--- config.mk ---
export PLATFORM = sky130hd
export DESIGN_NAME = mat_scan_arb
export DESIGN_NICKNAME = d
export VERILOG_FILES = /design/src/rtl/mat_scan_arb.sv
export SDC_FILE = /design/constraint.sdc
export NUM_CORES = 1
export LEC_CHECK = 0
export BUFFER_PORTS_ARGS = -buffer_cell sky130_fd_sc_hd__buf_4
export CAP_MARGIN = 20
export CORE_UTILIZATION = 46
export DETAILED_ROUTE_END_ITERATION = 10
export HOLD_SLACK_MARGIN = 0.15
export PLACE_DENSITY = 0.73
export SLEW_MARGIN = 0
export SYNTH_ARGS = -nofsm -noshare
export SYNTH_HDL_FRONTEND = slang
export SYNTH_SLANG_ARGS = --single-unit
--- constraint.sdc ---
create_clock -name clk -period 2.7 [get_ports clk]
set_input_delay 0.54 -clock clk [delete_from_list [all_inputs] [get_ports clk]]
set_output_delay 0.54 -clock clk [all_outputs]
set_load 0.05 [all_outputs]
--- src/rtl/mat_scan_arb.sv ---
// rtl/mat_scan_arb.sv - block-granular round-robin arbiter sharing one mat_scan engine
// Grants whole 64-beat blocks, feeds mat_scan and routes scanned blocks back by tag.
module mat_scan_arb #(
  parameter int DW        = 10,
  parameter int BLK       = 64,
  parameter int TAG_DEPTH = 2
) (
  input  logic          clk,
  input  logic          rst,
  input  logic          s0_req,
  input  logic          s0_vld,
  input  logic [DW-1:0] s0_din,
  output logic          s0_rdy,
  input  logic          s1_req,
  input  logic          s1_vld,
  input  logic [DW-1:0] s1_din,
  output logic          s1_rdy,
  output logic          scan_vld_in,
  output logic [DW-1:0] scan_din,
  input  logic          scan_vld_out,
  input  logic [DW-1:0] scan_dout,
  output logic          m0_vld,
  output logic [DW-1:0] m0_dout,
  output logic          m1_vld,
  output logic [DW-1:0] m1_dout,
  output logic          busy,
  output logic          err_orphan
);

  localparam int CW = (BLK > 1) ? $clog2(BLK) : 1;
  localparam int PW = (TAG_DEPTH > 1) ? $clog2(TAG_DEPTH) : 1;
  localparam int OW = $clog2(TAG_DEPTH + 1);

  typedef enum logic {IDLE, FEED} state_t;

  state_t          state_q, state_d;
  logic            owner_q;
  logic            prio_q;
  logic [CW-1:0]   in_cnt_q;
  logic [CW-1:0]   out_cnt_q;
  logic            rdy0_q, rdy1_q;
  logic            scan_vld_q;
  logic [DW-1:0]   scan_din_q;
  logic            m0_vld_q, m1_vld_q;
  logic [DW-1:0]   m0_dout_q, m1_dout_q;
  logic            busy_q, busy_d;
  logic            err_q;
  logic            tag_q [TAG_DEPTH];
  logic [PW-1:0]   wr_ptr_q, rd_ptr_q;
  logic [OW-1:0]   occ_q, occ_d;

  logic            fifo_full, fifo_empty;
  logic            grant, grant_id;
  logic            in_beat, in_last;
  logic [DW-1:0]   in_din;
  logic            out_beat, out_last;
  logic            head;

  function automatic logic [PW-1:0] ptr_next(input logic [PW-1:0] p);
    return (p == PW'(TAG_DEPTH - 1)) ? '0 : p + PW'(1);
  endfunction

  always_comb begin
    fifo_full  = (occ_q == OW'(TAG_DEPTH));
    fifo_empty = (occ_q == '0);
    head       = tag_q[rd_ptr_q];

    // A full tag FIFO withholds grants; the block in FEED already owns a slot.
    grant    = 1'b0;
    grant_id = 1'b0;
    if (state_q == IDLE && !fifo_full) begin
      if (s0_req && s1_req) begin
        grant    = 1'b1;
        grant_id = prio_q;
      end else if (s0_req) begin
        grant    = 1'b1;
        grant_id = 1'b0;
      end else if (s1_req) begin
        grant    = 1'b1;
        grant_id = 1'b1;
      end
    end

    in_beat  = (state_q == FEED) && (owner_q ? (s1_vld && rdy1_q) : (s0_vld && rdy0_q));
    in_din   = owner_q ? s1_din : s0_din;
    in_last  = in_beat && (in_cnt_q == CW'(BLK - 1));

    out_beat = scan_vld_out && !fifo_empty;
    out_last = out_beat && (out_cnt_q == CW'(BLK - 1));

    occ_d    = occ_q + OW'(in_last) - OW'(out_last);

    state_d = state_q;
    case (state_q)
      IDLE:    if (grant)   state_d = FEED;
      FEED:    if (in_last) state_d = IDLE;
      default: state_d = IDLE;
    endcase

    busy_d = (state_d == FEED) || (occ_d != '0);
  end

  always_ff @(posedge clk) begin
    if (rst) begin
      state_q    <= IDLE;
      owner_q    <= 1'b0;
      prio_q     <= 1'b0;
      in_cnt_q   <= '0;
      out_cnt_q  <= '0;
      rdy0_q     <= 1'b0;
      rdy1_q     <= 1'b0;
      scan_vld_q <= 1'b0;
      scan_din_q <= '0;
      m0_vld_q   <= 1'b0;
      m1_vld_q   <= 1'b0;
      m0_dout_q  <= '0;
      m1_dout_q  <= '0;
      busy_q     <= 1'b0;
      err_q      <= 1'b0;
      wr_ptr_q   <= '0;
      rd_ptr_q   <= '0;
      occ_q      <= '0;
    end else begin
      state_q    <= state_d;
      occ_q      <= occ_d;
      busy_q     <= busy_d;
      scan_vld_q <= in_beat;
      m0_vld_q   <= 1'b0;
      m1_vld_q   <= 1'b0;

      if (grant) begin
        owner_q <= grant_id;
        if (grant_id) rdy1_q <= 1'b1;
        else          rdy0_q <= 1'b1;
      end

      if (in_beat) begin
        scan_din_q <= in_din;
        if (in_last) begin
          in_cnt_q        <= '0;
          prio_q          <= ~owner_q;
          rdy0_q          <= 1'b0;
          rdy1_q          <= 1'b0;
          tag_q[wr_ptr_q] <= owner_q;
          wr_ptr_q        <= ptr_next(wr_ptr_q);
        end else begin
          in_cnt_q <= in_cnt_q + CW'(1);
        end
      end

      // Output beats with no owning tag are dropped and flagged.
      if (scan_vld_out) begin
        if (fifo_empty) begin
          err_q <= 1'b1;
        end else begin
          if (head) begin
            m1_vld_q  <= 1'b1;
            m1_dout_q <= scan_dout;
          end else begin
            m0_vld_q  <= 1'b1;
            m0_dout_q <= scan_dout;
          end
          if (out_last) begin
            out_cnt_q <= '0;
            rd_ptr_q  <= ptr_next(rd_ptr_q);
          end else begin
            out_cnt_q <= out_cnt_q + CW'(1);
          end
        end
      end
    end
  end

  assign s0_rdy      = rdy0_q;
  assign s1_rdy      = rdy1_q;
  assign scan_vld_in = scan_vld_q;
  assign scan_din    = scan_din_q;
  assign m0_vld      = m0_vld_q;
  assign m0_dout     = m0_dout_q;
  assign m1_vld      = m1_vld_q;
  assign m1_dout     = m1_dout_q;
  assign busy        = busy_q;
  assign err_orphan  = err_q;

endmodule

==> key figures <==
Drt
  – Final wirelength: 4639 µm
  – DR pass1 iterations: 4
  – Via density: 4.967
  – Iter 0 DRT Violations: 102
  – Post-route DRC: 0
  – Routed len/inst: 11.80 µm
  – Routed via count: 1952
  – DRT antenna net count: 0

Global routing
  – Grt met3 use: 7.317%
  – Global-route wire length before repair: 7424 µm
  – Tot GR Track Use: 17.94%
  – GRT Max-Usage Layer: met2
  – M2 GR Usage: 28.38%
  – Grt ovf: 0
  – Initial antenna violation count: 0
  – Vias in the first global route: 1717
  – GR Util met1: 21.78%
  – Pin count of the biggest net entering global routing: 59

Yosys
  – Ys async rst share: 0%
  – Seq/Total Area, Yosys: 50.24%
  – Syn nets: 288
  – Number of synthesized register bits: 59
  – Syn_area_per_cell: 9.680 µm²
  – Gate Count Post-Synth: 247
  – Top_reg_cell synth: dfxtp_1
  – Library cells used by synthesis: 39
  – Synth warn: 0
  – Syn Std Cell Area: 2391 µm²
  – Post-synth EDFFs: 2

Floorplanning
  – Die H: 74.10 µm
  – Area of the core: 4848 µm²
  – Die area: 5490 µm²
  – Die width: 74.10 µm
  – Row count: 25
  – # IOs: 74
  – Initial Utilization: 49.32%

Layout
  – Multi-input logic area: 1117 µm²
  – Layout Nets: 363
  – Most common cell after layout, fill and taps aside: buf_4
  – Share of layout cells above drive strength 1: 29.45%
  – N_diodes: 0
  – Layout fillers: 403
  – Area delta synth->final: 33.07%
  – Commonest non-fill, non-tap cells in the layout: buf_4, dfxtp_1, nor2_1
  – Sequential standard cell area: 1201 µm²

Pwr
  – Combinational power share: 8.3%
  – Cell Int Power: 1.427 mW
  – Switching part of the total: 22.31%
  – Max IR drop VDD: 0.3731 mV
  – Pwr Density: 577.4 nW/µm²
  – Clk pwr share: 42.7%
  – Sequential power share: 49.0%
  – Leakage Power: 1.352 nW
  – Net Sw Power: 409.9 µW

Timing
  – Max Freq: 449.2 MHz
  – Period utilization: 82.45%
  – Final Worst Setup Slack: 473.7 ps
  – Final hold vios: 0
  – Clock Skews: 7.332 ps
  – Slew margin rel.: 58.14%
  – Slew @ Worst Pin: 626.4 ps
  – Unrepaired setup endpoints after global routing: false
  – Final Setup Violations: 0
  – Setup TNS: 0 ps
  – Crit path time final: 2226 ps
  – Final Max Slew Viols: 0

Clock tree
  – Post-CTS setup buffer count: 0
  – CTS max path bufs: 2
  – Post-CTS Hold Buffers: 0
  – CTS sink cnt: 59
  – H-tree depth: 3
  – Clock-pin slew on the worst setup and hold paths: 60 ps
  – Post-CTS sizing: 0
  – Worst skew pair latency: 330 ps
  – CTS buffer count: 9
  – CTS tree: yes
  – Root Buffer: clkbuf_8

Placement
  – Setup slack at placement: 411.4 ps
  – DP Wirelength: 3278 µm
  – Port Buf Inserts: 73
  – Gpl congestion: 0.7481

Setup path
  – Kind of critical path: reg -> reg
  – Slowest-stage cell, CP: dfxtp_1
  – CP Max Fanout: 8
  – CP max stage delay: 530 ps
  – CP endpoint kind: register
  – Crit path launch type: register
  – WP data arrival: 2480 ps
  – Cells along the critical path: nand4_2 > a211oi_4 > inv_1 > ha_1 > inv_1 > ha_1 > xnor2_1 > xnor2_1 > nor2_1 > a21oi_1
  – Delay-heaviest family, CP: flip-flops
  – CP required: 2960 ps
  – Buf/Inv on CP: 2

Worst hold path
  – Hold Path Class: in -> reg

Run
  – Max-cap viol count: 0

Outcome
  – Status: completed
## worst min-delay path: stages
cell     delay [ps]
buf_4            80
mux2i_1          50
nor2_1           70
## flip-flops by register name (all words and copies together) (netlist names), 2 cells and up, named ones only
name	flops
in_cnt_q	6
out_cnt_q	6
scan_din	10
occ_q	2
tag_q	2
m0_dout	10
m1_dout	10
## cell usage after synthesis (3+ instances only)
cell type / n / area, µm²
buf_2: 4 / 20.02
nand3_1: 4 / 20.02
nand2_1: 12 / 45.04
o21ai_0: 3 / 15.01
a211oi_1: 12 / 90.09
xnor2_1: 7 / 61.31
inv_1: 6 / 22.52
clkbuf_1: 6 / 22.52
mux2i_1: 31 / 310.3
dfxtp_1: 57 / 1141
nor2_1: 53 / 198.9
nor3_1: 3 / 15.01
ha_1: 4 / 50.05
a21oi_1: 12 / 60.06
## area by class of cell
| type | instances | area share [%] |
|---|---|---|
| multi-input combinational | 171 | 35.12 |
| timing repair buffer | 75 | 17.70 |
| tap | 67 | 2.635 |
| sequential | 59 | 37.75 |
| clock buffer | 13 | 4.994 |
| inverter | 6 | 0.7078 |
| clock inverter | 2 | 1.101 |
## cell families after synthesis
kind of cell    share of synthesized area (%)
compound gates                          11.15
xor+xnor                                2.931
fa+ha+maj                               2.093
buf+inv                                 3.035
flops                                   50.24
mux                                     13.45
simple gates                            17.11
## layer usage
| metal | routed length, µm | vias to the layer above |
|---|---|---|
| met5 | 0 | - |
| met4 | 78 | 0 |
| met3 | 352 | 9 |
| met2 | 2054 | 68 |
| met1 | 2154 | 871 |
| li1 | - | 1004 |
## worst paths after layout
check	end	slack, ps	depth (start not counted)	startpoint
worst min-delay path	m0_dout[6]	460	3	scan_dout[6]
worst max-delay path	busy	470	10	owner_q
worst max register to register	busy	470	10	owner_q
worst min register to register	err_orphan	480	2	err_orphan
## power by group through the flow
| stage | registers (mW) | logic (mW) | clock network (mW) |
|---|---|---|---|
| 2_1_floorplan | 0.953 | 0.0512 | 0 |
| 3_3_place_gp | 0.919 | 0.153 | 0 |
| 3_5_place_dp | 0.919 | 0.154 | 0 |
| 4_1_cts | 0.900 | 0.154 | 0.810 |
| 5_1_grt | 0.902 | 0.165 | 0.843 |
| 6_report | 0.900 | 0.153 | 0.784 |
## through the flow
step                      cell area (µm²)  hold slack (ps)  instances  total power [mW]  utilization, %
after floorplan                      2391            420.2        247             1.005               -
after global placement               2988            450.7        378             1.072           61.63
after detailed placement             2988            469.3        378             1.074           61.63
after CTS                            3182            441.4        393             1.864           65.63
after global routing                 3182            452.2        393             1.910           65.63
final                                3182            456.5        393             1.837           65.63
No activity file was read; power rests on OpenSTA's default activity.
